**src/rtl/load_store_unit_if.sv**
```systemverilog
// Word-wide data memory port between the load/store unit (master) and data memory (slave).
interface load_store_unit_if #(
   parameter int unsigned DATA_WIDTH = 32
);
   logic [DATA_WIDTH-1:0] mem_address;
   logic [DATA_WIDTH-1:0] mem_write_data;
   logic                  mem_write;
   logic                  mem_read;
   logic [DATA_WIDTH-1:0] mem_read_data;

   modport master (
      output mem_address, mem_write_data, mem_write, mem_read,
      input  mem_read_data
   );

   modport slave (
      input  mem_address, mem_write_data, mem_write, mem_read,
      output mem_read_data
   );
endinterface

```
**src/rtl/load_store_unit.sv**
```systemverilog
// Multi-cycle load/store initiator adding byte/half accesses (RMW for sub-word stores).
// Define LSU_ALIGN_CHECK_EN to fault misaligned and out-of-range requests.
module load_store_unit #(
   parameter int unsigned           DATA_WIDTH   = 32,
   parameter logic [DATA_WIDTH-1:0] BASE_ADDR    = 32'h1001_0000,
   parameter int unsigned           MEMORY_DEPTH = 1024
) (
   input  logic                  clk,
   input  logic                  reset,
   input  logic                  start,
   input  logic                  is_store,
   input  logic [2:0]            op,
   input  logic [DATA_WIDTH-1:0] address,
   input  logic [DATA_WIDTH-1:0] store_data,
   output logic                  busy,
   output logic                  done,
   output logic [DATA_WIDTH-1:0] load_data,
   output logic                  fault,
   load_store_unit_if.master     mem
);

   typedef enum logic [2:0] {
      S_IDLE, S_LD, S_ST, S_RMW_RD, S_RMW_WR, S_DONE
   } state_t;

   state_t                state_q, state_d;
   logic [2:0]            op_q, op_d;
   logic [1:0]            lane_q, lane_d;
   logic [DATA_WIDTH-1:0] data_q, data_d;
   logic [DATA_WIDTH-1:0] merge_q, merge_d;
   logic [DATA_WIDTH-1:0] load_data_q, load_data_d;
   logic                  fault_q, fault_d;
   logic [DATA_WIDTH-1:0] mem_addr_q, mem_addr_d;

   logic                  illegal_op;
   logic                  req_fault;
   logic [7:0]            rd_byte;
   logic [15:0]           rd_half;
   logic [DATA_WIDTH-1:0] ld_value;
   logic [DATA_WIDTH-1:0] merged;

`ifdef LSU_ALIGN_CHECK_EN
   localparam logic [DATA_WIDTH-1:0] LAST_ADDR = BASE_ADDR + DATA_WIDTH'(4 * MEMORY_DEPTH - 1);
   logic misaligned;
   logic out_of_range;
`else
   logic unused_range_cfg;
   assign unused_range_cfg = ^{BASE_ADDR, 32'(MEMORY_DEPTH)};
`endif

   always_comb begin
      illegal_op = (op == 3'b011) || (op[2:1] == 2'b11) || (is_store && op[2]);
`ifdef LSU_ALIGN_CHECK_EN
      misaligned   = ((op[1:0] == 2'b01) && address[0]) ||
                     ((op[1:0] == 2'b10) && (address[1:0] != 2'b00));
      out_of_range = (address < BASE_ADDR) || (address > LAST_ADDR);
      req_fault    = illegal_op || misaligned || out_of_range;
`else
      req_fault    = illegal_op;
`endif
   end

   // Little-endian lanes: byte lane = addr[1:0], half lane = addr[1]; op[2] selects zero-extension.
   always_comb begin
      rd_byte = mem.mem_read_data[{lane_q, 3'b000} +: 8];
      rd_half = mem.mem_read_data[{lane_q[1], 4'b0000} +: 16];
      case (op_q[1:0])
         2'b00:   ld_value = {{(DATA_WIDTH-8){rd_byte[7] & ~op_q[2]}}, rd_byte};
         2'b01:   ld_value = {{(DATA_WIDTH-16){rd_half[15] & ~op_q[2]}}, rd_half};
         default: ld_value = mem.mem_read_data;
      endcase
      merged = merge_q;
      if (op_q[0]) merged[{lane_q[1], 4'b0000} +: 16] = data_q[15:0];
      else         merged[{lane_q, 3'b000} +: 8]      = data_q[7:0];
   end

   always_comb begin
      state_d            = state_q;
      op_d               = op_q;
      lane_d             = lane_q;
      data_d             = data_q;
      merge_d            = merge_q;
      load_data_d        = load_data_q;
      fault_d            = fault_q;
      mem_addr_d         = mem_addr_q;
      mem.mem_read       = 1'b0;
      mem.mem_write      = 1'b0;
      mem.mem_write_data = data_q;
      case (state_q)
         S_IDLE: begin
            if (start) begin
               op_d    = op;
               lane_d  = address[1:0];
               data_d  = store_data;
               fault_d = req_fault;
               if (req_fault) begin
                  state_d = S_DONE;
               end else begin
                  mem_addr_d = {address[DATA_WIDTH-1:2], 2'b00};
                  if (!is_store)  state_d = S_LD;
                  else if (op[1]) state_d = S_ST;
                  else            state_d = S_RMW_RD;
               end
            end
         end
         S_LD: begin
            mem.mem_read = 1'b1;
            load_data_d  = ld_value;
            state_d      = S_DONE;
         end
         S_ST: begin
            // Write is suppressed during reset so an aborted access never reaches memory.
            mem.mem_write = !reset;
            state_d       = S_DONE;
         end
         S_RMW_RD: begin
            mem.mem_read = 1'b1;
            merge_d      = mem.mem_read_data;
            state_d      = S_RMW_WR;
         end
         S_RMW_WR: begin
            mem.mem_write      = !reset;
            mem.mem_write_data = merged;
            state_d            = S_DONE;
         end
         S_DONE:  state_d = S_IDLE;
         default: state_d = S_IDLE;
      endcase
   end

   always_ff @(posedge clk) begin
      if (reset) begin
         state_q     <= S_IDLE;
         op_q        <= '0;
         lane_q      <= '0;
         data_q      <= '0;
         merge_q     <= '0;
         load_data_q <= '0;
         fault_q     <= 1'b0;
         mem_addr_q  <= '0;
      end else begin
         state_q     <= state_d;
         op_q        <= op_d;
         lane_q      <= lane_d;
         data_q      <= data_d;
         merge_q     <= merge_d;
         load_data_q <= load_data_d;
         fault_q     <= fault_d;
         mem_addr_q  <= mem_addr_d;
      end
   end

   assign busy            = (state_q != S_IDLE);
   assign done            = (state_q == S_DONE);
   assign fault           = fault_q;
   assign load_data       = load_data_q;
   assign mem.mem_address = mem_addr_q;

endmodule

```
**src/flat_wrapper.sv**
```systemverilog
// flat-port wrapper written by rule: the top's interface ports become plain ports
module load_store_unit_flat 
#(
   parameter int unsigned           DATA_WIDTH   = 32,
   parameter logic [DATA_WIDTH-1:0] BASE_ADDR    = 32'h1001_0000,
   parameter int unsigned           MEMORY_DEPTH = 1024
)
  (clk, reset, start, is_store, op, address, store_data, busy, done, load_data, fault, mem_mem_address, mem_mem_write_data, mem_mem_write, mem_mem_read, mem_mem_read_data);
  load_store_unit_if #(.DATA_WIDTH(DATA_WIDTH)) mem_i ();
  input  logic clk;
  input  logic reset;
  input  logic start;
  input  logic is_store;
  input  logic [2:0] op;
  input  logic [DATA_WIDTH-1:0] address;
  input  logic [DATA_WIDTH-1:0] store_data;
  output logic busy;
  output logic done;
  output logic [DATA_WIDTH-1:0] load_data;
  output logic fault;
  output wire logic [$bits(mem_i.mem_address)-1:0] mem_mem_address;
  output wire logic [$bits(mem_i.mem_write_data)-1:0] mem_mem_write_data;
  output wire logic [$bits(mem_i.mem_write)-1:0] mem_mem_write;
  output wire logic [$bits(mem_i.mem_read)-1:0] mem_mem_read;
  input wire logic [$bits(mem_i.mem_read_data)-1:0] mem_mem_read_data;
  assign mem_mem_address = mem_i.mem_address;
  assign mem_mem_write_data = mem_i.mem_write_data;
  assign mem_mem_write = mem_i.mem_write;
  assign mem_mem_read = mem_i.mem_read;
  assign mem_i.mem_read_data = mem_mem_read_data;
  load_store_unit #(.DATA_WIDTH(DATA_WIDTH), .BASE_ADDR(BASE_ADDR), .MEMORY_DEPTH(MEMORY_DEPTH)) u_core (.clk(clk), .reset(reset), .start(start), .is_store(is_store), .op(op), .address(address), .store_data(store_data), .busy(busy), .done(done), .load_data(load_data), .fault(fault), .mem(mem_i));
endmodule
```
**config.mk**
```make
export PLATFORM = sky130hd
export DESIGN_NAME = load_store_unit_flat
export DESIGN_NICKNAME = d
export VERILOG_FILES = /design/src/rtl/load_store_unit_if.sv /design/src/rtl/load_store_unit.sv /design/src/flat_wrapper.sv
export SDC_FILE = /design/constraint.sdc
export NUM_CORES = 1
export LEC_CHECK = 0
export ABC_AREA = 1
export CAP_MARGIN = 15
export CORE_MARGIN = 2
export CORE_UTILIZATION = 25
export DETAILED_ROUTE_END_ITERATION = 8
export GPL_TIMING_DRIVEN = 0
export HOLD_SLACK_MARGIN = 0.03
export SKIP_LAST_GASP = 1
export SLEW_MARGIN = 10
export SYNTH_ARGS = -nofsm -noshare
export SYNTH_HDL_FRONTEND = slang
export SYNTH_SLANG_ARGS = --single-unit
```
**constraint.sdc**
```tcl
create_clock -name clk -period 2.45 [get_ports clk]
set_input_delay 0.49 -clock clk [delete_from_list [all_inputs] [get_ports clk]]
set_output_delay 0.49 -clock clk [all_outputs]
set_load 0.05 [all_outputs]
```
==> impl.org, run 1 <==
** Clock tree
- The clock drives 135 sinks.
- The number of hold buffers added after CTS was 0.
- Number of buffers inserted during clock tree synthesis :: 17
- Clock input transition at the sequential cells of the worst setup and hold paths :: 0.06 ns
- Clock latency on the worst-skew pair :: 0.43 ns
- The H-tree generated during clock tree synthesis spans 4 levels.
- The cell sitting at the root of the clock tree is a clkbuf_16.
- Maximum root-to-sink buffer count :: 2
- CTS tree :: done

** Routing
- For this run, the detailed router's first-pass iteration total came to 6.
- Wires add up to roughly 27000 µm.
- Detailed routing inserted a total of 7251 vias.
- Count of nets left with antenna violations after detail routing :: 0
- In the final routed layout, each cell accounts on average for 18.0 µm.
- DRC violations left :: 0
- After detailed routing, the number of vias per cell comes to 4.82.
- Number of DRC markers after the initial detailed-route iteration :: 775

** Placed design
- Summed over all nets, the half-perimeter wirelength after detailed placement is ~20000 µm.
- Final estimated routing congestion in global placement :: 0.913
- DP Cell Count :: ~1500
- Post-placement worst setup slack :: -0.998 ns
- During placement, the flow inserted port buffers numbering roughly 200.

** Synth
- In this run the cell area of the synthesized design comes to approximately 6500 µm².
- Each instance of the synthesized netlist takes up on average 7.07 µm².
- Dominant register cell in the synthesized netlist :: dfxtp_1
- Counting flops with a built-in enable in the synthesized netlist gives 0.
- Synthesis handed over a netlist of 919 instances.
- Top cells by area in the synthesized netlist :: dfxtp_1 42%, o21ai_0 9.8%, a21oi_1 8.4%, nand2_1 7.9%, nor2_1 6.2%
- Synthesis warning total :: 0
- Of all cell types, the one taking the most synthesized area is dfxtp_1.
- Number of different library cells in the post-synthesis netlist :: 33
- Synthesized flop and latch total :: 135
- After synthesis, the largest area contributor takes up 41.6% of total cell area.
- Proportion of synthesized flip-flops having asynchronous set or reset :: 0%
- Portion of the post-synthesis area used by sequential elements :: 41.6%

** STA
- At the pin with the least slew margin, the transition time is 0.619 ns.
- Setup repair after global routing could not meet its margin everywhere.
- Fmax :: roughly 350 MHz
- Final clock period utilization by the worst path :: 116%
- Hold Vio Cnt, Final :: 0
- After layout, the minimum clock period comes to 2.84 ns.
- Headroom to the max-slew limit came out at between 50% and 60%.
- Hold is met by around 0.47 ns.
- After layout, the worst setup slack is -0.387 ns.
- Clock skew on the completed layout was measured at 0.00821 ns.
- Slew Limit Fails :: 0
- Setup violations remaining at the end of the flow were counted as 32.

** Final layout
- Fraction of layout instances using a drive strength above 1 :: 19.5%
- Layout area overhead :: 59.7%
- The finished layout holds 1503 standard cells, fillers aside.
- Leaving out fill and tap cells, the most frequent cell in the layout is clkdlybuf4s50_1.
- The library cells used most frequently in the layout, excluding fill and tap cells, are 166 x clkdlybuf4s50_1, 133 x dfxtp_1, 126 x nand2_1.
- At the end of the flow, the number of nets in the layout was roughly 1300.
- 0 antenna diodes ended up in the layout.

** Global route
- The first global-routing pass estimated 39600 µm of wire.
- In the global route stage, met2 resource usage came out at between 30% and 40%.
- Entering global routing, the biggest net connects 17 pins.
- The layer flagged by global routing as most heavily used is met2.
- The via count of the first global-routing pass came to between 6000 and 7000.
- Total global routing overflow :: 0
- For this run, global-route usage on met3 was measured as 3.50%.
- The number of antenna violations at the first check in global routing came to 0.
- For met1 alone, demand over resource in global routing was between 20% and 30%.
- Global-route usage over all layers :: 19.2%

** Worst setup path
- Capturing element type of the critical path :: output port
- Among cell families on the critical path, the largest total delay comes from buffers and inverters.
- For the worst setup path, the data required time is 1.96 ns.
- By startpoint and endpoint, the worst setup path is classified as flop to output port.
- Cell occurring most often along the worst timing path :: buf_6
- Maximum fanout along the worst path :: 10
- Crit path buf inv count :: 4
- Worst path cell trace :: buf_6 > buf_4 > nand2_1 > clkbuf_2 > o21ai_0 > a21oi_1 > a21oi_4 > buf_6
- For this run, the slowest stage of the critical path takes around 0.35 ns.
- STA classifies the critical path startpoint as a flop.
- Data arrival time of the critical path :: ~2.4 ns
- Cell with the largest stage delay on the worst path :: a21oi_1

** Die
- The die is between 150 and 200 µm wide.
- Core outline area :: approximately 25000 µm²
- Initial Utilization :: 25.6%
- Die Outline Area :: roughly 27000 µm²
- Row generation in the floorplan step produced 58 rows.
- Measured along the y axis, the die boundary spans 165 µm.
- Pin placement for this block handled 204 I/O pins.

** Pwr
- In this run the power density over the cells is 966 nW/µm².
- The analysis attributes to cell leakage a power of slightly below 4 nW.
- Across the VDD grid, the largest voltage drop is 0.000552 V.
- The design draws 0.0100 W.

** Run status
- Result of the run :: finished with violations
- Violations in the final reports :: setup timing

** Run
- Number of maximum-capacitance violations :: 0

** Worst hold path
- Type of the worst min-delay path :: flop to flop
## worst register-to-register path, cell delays in order (launching register included)
cell and delay, ns:
dfxtp_2 0.33, buf_6 0.11, inv_8 0.03, buf_4 0.13, buf_4 0.16, nand2_1 0.07, nand2_2 0.08, nand2_2 0.09
nand2_2 0.08, a21oi_4 0.27, buf_6 0.22, a21oi_2 0.07
## area by class of cell
cell class	count	area, µm²
sequential	135	2710
fill	2531	15000
inverter	92	362
clock buffer	21	470
multi-input combinational	628	3630
timing repair buffer	222	2280
clock inverter	11	170
buffer	64	339
tap	330	413
## registers in the layout (all words and copies together) (netlist names)
signal / count
u_core.load_data: 32
u_core.fault: 1
u_core.data_q: 32
u_core.merge_q: 32
u_core.state_q: 3
u_core.lane_q: 2
u_core.op_q: 3
u_core.mem.mem_address: 30
## logic make-up (layout without fill, tap and decap cells)
kind of cell | after synthesis | after routing | synth area share [%]
AND/OR/NAND/NOR | 292 | 292 | 19.0
buffers and inverters | 157 | 410 | 10.2
other | 1 | 2 | 0.0577
AO/OA/AOI/OAI | 329 | 329 | 28.2
adder cells (fa/ha/maj) | 5 | 5 | 0.963
flip-flops | 135 | 135 | 41.6
## report_power, final
part	internal, W	switching [W]	total [W]
clock	0.00178	0.00102	0.00281
sequential	0.00251	0.000197	0.00270
combinational	0.00157	0.00293	0.00450
## synth_stat cells, types with 8 or more instances
library cell  instances
o21ai_1               9
clkbuf_1             36
nor2_1              108
dfxtp_1             135
o22ai_1              39
a21oi_2              11
nand3_1              20
nand2_1             136
o21a_1                8
inv_1                84
nand2_2               8
a21oi_1             109
a22oi_1              15
nand4_1               9
buf_2                18
o21ai_0             127
## per-layer routing
| layer | wire length (µm) | vias to the layer above |
|---|---|---|
| li1 | - | 3554 |
| met1 | 12100 | 3327 |
| met2 | 12500 | 323 |
| met3 | 1740 | 47 |
| met4 | 726 | 0 |
| met5 | 0 | - |
## timing repair
action	4_1_cts	5_1_grt
gates resized for setup	301	28
pin swaps	18	17
buffers inserted	18	3
endpoints found under the setup margin	35	33
## per-stage QoR
| step | util [%] | instance area (µm²) | setup TNS [ns] |
|---|---|---|---|
| after floorplan | - | 6680 | -0.494 |
| after global placement | 35.9 | 9100 | -27.01 |
| after detailed placement | 35.9 | 9100 | -26.50 |
| after CTS | 40.4 | 10200 | -7.67 |
| after global routing | 40.9 | 10400 | -12.62 |
| final | 40.9 | 10400 | -10.02 |
## worst paths after layout
path                             startpoint  cells past startpoint  slack, ns                           endpoint
max           u_core.lane_q[1]$_SDFFE_PP0P_                      8      -0.39             mem_mem_write_data[22]
max reg2reg   u_core.lane_q[1]$_SDFFE_PP0P_                     11       0.69  u_core.load_data[30]$_SDFFE_PP0P_
min          u_core.merge_q[1]$_SDFFE_PP0P_                      2       0.47     u_core.merge_q[1]$_SDFFE_PP0P_
min reg2reg  u_core.merge_q[1]$_SDFFE_PP0P_                      2       0.47     u_core.merge_q[1]$_SDFFE_PP0P_
Note: power is estimated with default switching activity, not from simulation.
==> run 2: changes to the inputs <==
Settings changed: CTS_CLUSTER_DIAMETER from default to 100.
==> results of run 2 <==
Same layout as run 1: the final DEF is identical, and so are final timing and power.
==> run 3: changes to the inputs <==
Clock period 2.45 ns to 2.4 ns, I/O delays scaled along.
==> impl.org, run 3 (synthesized netlist as in run 1, its figures left out) <==
** Worst hold path
- The path with the worst hold slack has its endpoint at u_core.merge_q[0]$_SDFFE_PP0P_.
- Counting instances, the worst hold path has a depth of 2.
- The startpoint identified for the worst hold timing path is u_core.merge_q[0]$_SDFFE_PP0P_.
- Type of the worst min-delay path :: flop to flop

** STA
- Dividing the final minimum period by the clock period gives 114%.
- In this run the tightest slew margin relative to its limit is 57.2%.
- Unrepaired setup endpoints after global routing :: yes
- Hold Vio Cnt, Final :: 0
- Across all setup checks in the final design, the least slack found is -0.338 ns.
- For the pin with the worst max-slew slack, the measured transition is about 0.64 ns.
- Derived from the worst setup path, the maximum achievable clock frequency is 365 MHz.
- Final sum of negative setup slack :: -8.21 ns
- Min cycle time layout :: around 2.7 ns
- Setup violations remaining at the end of the flow were counted as 32.
- Final worst clock skew :: 0.00900 ns
- Slew Limit Fails :: 0

** Global route
- Global routing consumed, over all layers together, 19.4% of the routing resources.
- The number of antenna violations at the first check in global routing was 0.
- Total global routing overflow :: 0
- Pin count of the biggest net entering global routing :: 17
- The via count of the first global-routing pass is ~6900.
- First-pass GRT wire length :: around 40000 µm

** Clock tree
- Hold repair after CTS inserted 0 buffers.
- TritonCTS sink count :: 135
- CTS built an H-tree with a depth of 4.
- Clock input transition at the sequential cells of the worst setup and hold paths :: 0.06 ns
- Number of buffers inserted during clock tree synthesis :: 17
- Clock latency on the worst-skew pair, taken at its later pin, is roughly 0.43 ns.
- CTS tree :: done
- The longest clock path from root to sink contains 2 buffers.
- Clock root buffer :: clkbuf_16

** Run
- The tool flagged a number of max-cap violations equal to 0.

** Final layout
- Most common library cell in the layout ignoring fill and taps :: clkdlybuf4s50_1
- The number of antenna diodes in the final layout is 0.
- Layout area overhead :: 56.3%
- Final #Nets :: approximately 1300
- The finished cells cover 10100 µm².
- Leaving out filler cells and counting taps, the final layout contains 1498.
- In the layout the commonest cells are 166 x clkdlybuf4s50_1, 133 x nand2_1, 133 x dfxtp_1.
- The post-route netlist has 18.1% of its cells at a drive strength greater than 1.

** Worst setup path
- Maximum fanout along the worst path :: 8
- STA classifies the critical path startpoint as a flop.
- Cell with the largest stage delay on the worst path :: dfxtp_2
- Cell occurring most often along the worst timing path :: buf_6
- The worst register-to-register path ends at u_core.load_data[28]$_SDFFE_PP0P_.
- Slack of the worst reg-to-reg path :: 0.65 ns
- On the critical path the largest part of the delay comes from buffers and inverters.
- The startpoint identified for the worst register-to-register timing path is u_core.lane_q[1]$_SDFFE_PP0P_.
- Data required time at the worst endpoint :: 1.92 ns
- Worst path cell trace :: buf_6 > inv_8 > buf_12 > ha_4 > inv_4 > nor2_4 > nand3_4 > o22ai_2 > nand2_1 > a21oi_2 > buf_6
- Counting both buffers and inverters, the worst setup path holds a total of 5.
- Capturing element type of the critical path :: output port
- The worst setup path is of the flop to output port kind.
- Peak per-stage delay on the critical path :: 0.33 ns
- For the worst setup path, the data arrival time is 2.26 ns.
- For the worst flop-to-flop path, the logic depth is 11.

** Die
- Core outline area :: between 20000 and 30000 µm²
- Boundary pin count :: 204
- The floorplan has 58 rows.
- Chip Width :: 165 µm
- Die Outline Area :: approximately 27000 µm²
- Initial Utilization :: 25.6%
- The die is 165 µm tall.

** Placed design
- The number of placed instances, taps included, is 1451.
- Once placement finished, the instance area stood at roughly 9000 µm².
- Final HPWL DP :: 20200 µm
- Final estimated routing congestion in global placement :: 0.929
- Prior to clock tree synthesis, the placed netlist has a worst setup slack of -1.01 ns.
- Number of port buffers :: 201

** Pwr
- Across the VDD grid, the largest voltage drop is 0.000515 V.
- Overall power consumption after layout is estimated at roughly 0.010 W.
- Pleak :: between 3 and 4 nW
- Power per unit of standard cell area :: 1000 nW/µm²

** Routing
- The first routing iteration left 756 violations.
- Total Wirelength :: 27000 µm
- In the routed layout, each cell is associated on average with a via count of 4.81.
- In the routed design, unresolved DRC markers number 0.
- Drt wl/cell :: roughly 18 µm
- First-pass iteration count of the detailed router :: 5
- Total number of vias :: 7211
- The detail route stage leaves a number of antenna-violating nets equal to 0.

** Run status
- Result of the run :: finished with violations
- The final reports fail on setup timing.
-- run 3: layout make-up --
type / instances / area (µm²)
fillers: 2575 / 15200
multi-input cells: 628 / 3510
flip-flops and latches: 135 / 2710
repair buffers: 217 / 2160
clock buffers: 18 / 439
well taps: 330 / 413
inverters: 92 / 359
plain buffers: 64 / 342
clock inverters: 14 / 223
-- run 3: worst max-delay path by stage --
stage                             startpoint                     end  slack (ns)  cells after the start
2_1_floorplan  u_core.lane_q[1]$_SDFFE_PP0P_   mem_mem_write_data[0]       -0.21                      7
3_3_place_gp   u_core.lane_q[1]$_SDFFE_PP0P_  mem_mem_write_data[22]       -1.01                     11
3_5_place_dp   u_core.lane_q[1]$_SDFFE_PP0P_  mem_mem_write_data[22]       -1.01                     11
4_1_cts        u_core.lane_q[1]$_SDFFE_PP0P_  mem_mem_write_data[16]       -0.38                     11
5_1_grt        u_core.lane_q[1]$_SDFFE_PP0P_  mem_mem_write_data[16]       -0.42                     11
6_report       u_core.lane_q[1]$_SDFFE_PP0P_  mem_mem_write_data[16]       -0.34                     11
-- run 3: through the flow --
stage                     utilization, %  hold WS, ns
after floorplan                        -        0.425
after global placement              36.0        0.444
after detailed placement            36.0        0.451
after CTS                           39.7        0.459
after global routing                40.1        0.482
final                               40.1        0.461
-- run 3: where the power goes --
group          total (W)  internal (W)  switching, W
clock network    0.00298       0.00188       0.00110
registers        0.00275       0.00256      0.000189
logic            0.00443       0.00150       0.00293
-- run 3: worst reg2reg max path, delay by kind of cell (launching register included) --
kind / cells / cell delay, ns
DFF: 1 / 0.33
and+or+nand+nor: 4 / 0.32
buffers and inverters: 5 / 0.65
AOI/OAI and AO/OA: 2 / 0.34
-- run 3: repair_timing --
| item | CTS | global route |
|---|---|---|
| cloned | 1 | 0 |
| resized for setup | 273 | 19 |
| buffers inserted | 12 | 3 |
| pin swaps | 13 | 12 |
| endpoints found under the setup margin | 35 | 34 |
-- run 3: routing by layer --
layer / global-route usage [%] / routed length [µm]
met1: 25.9 / 12000
met5: 0 / 0
met4: 7.08 / 770
met2: 31.2 / 12500
met3: 3.82 / 1760
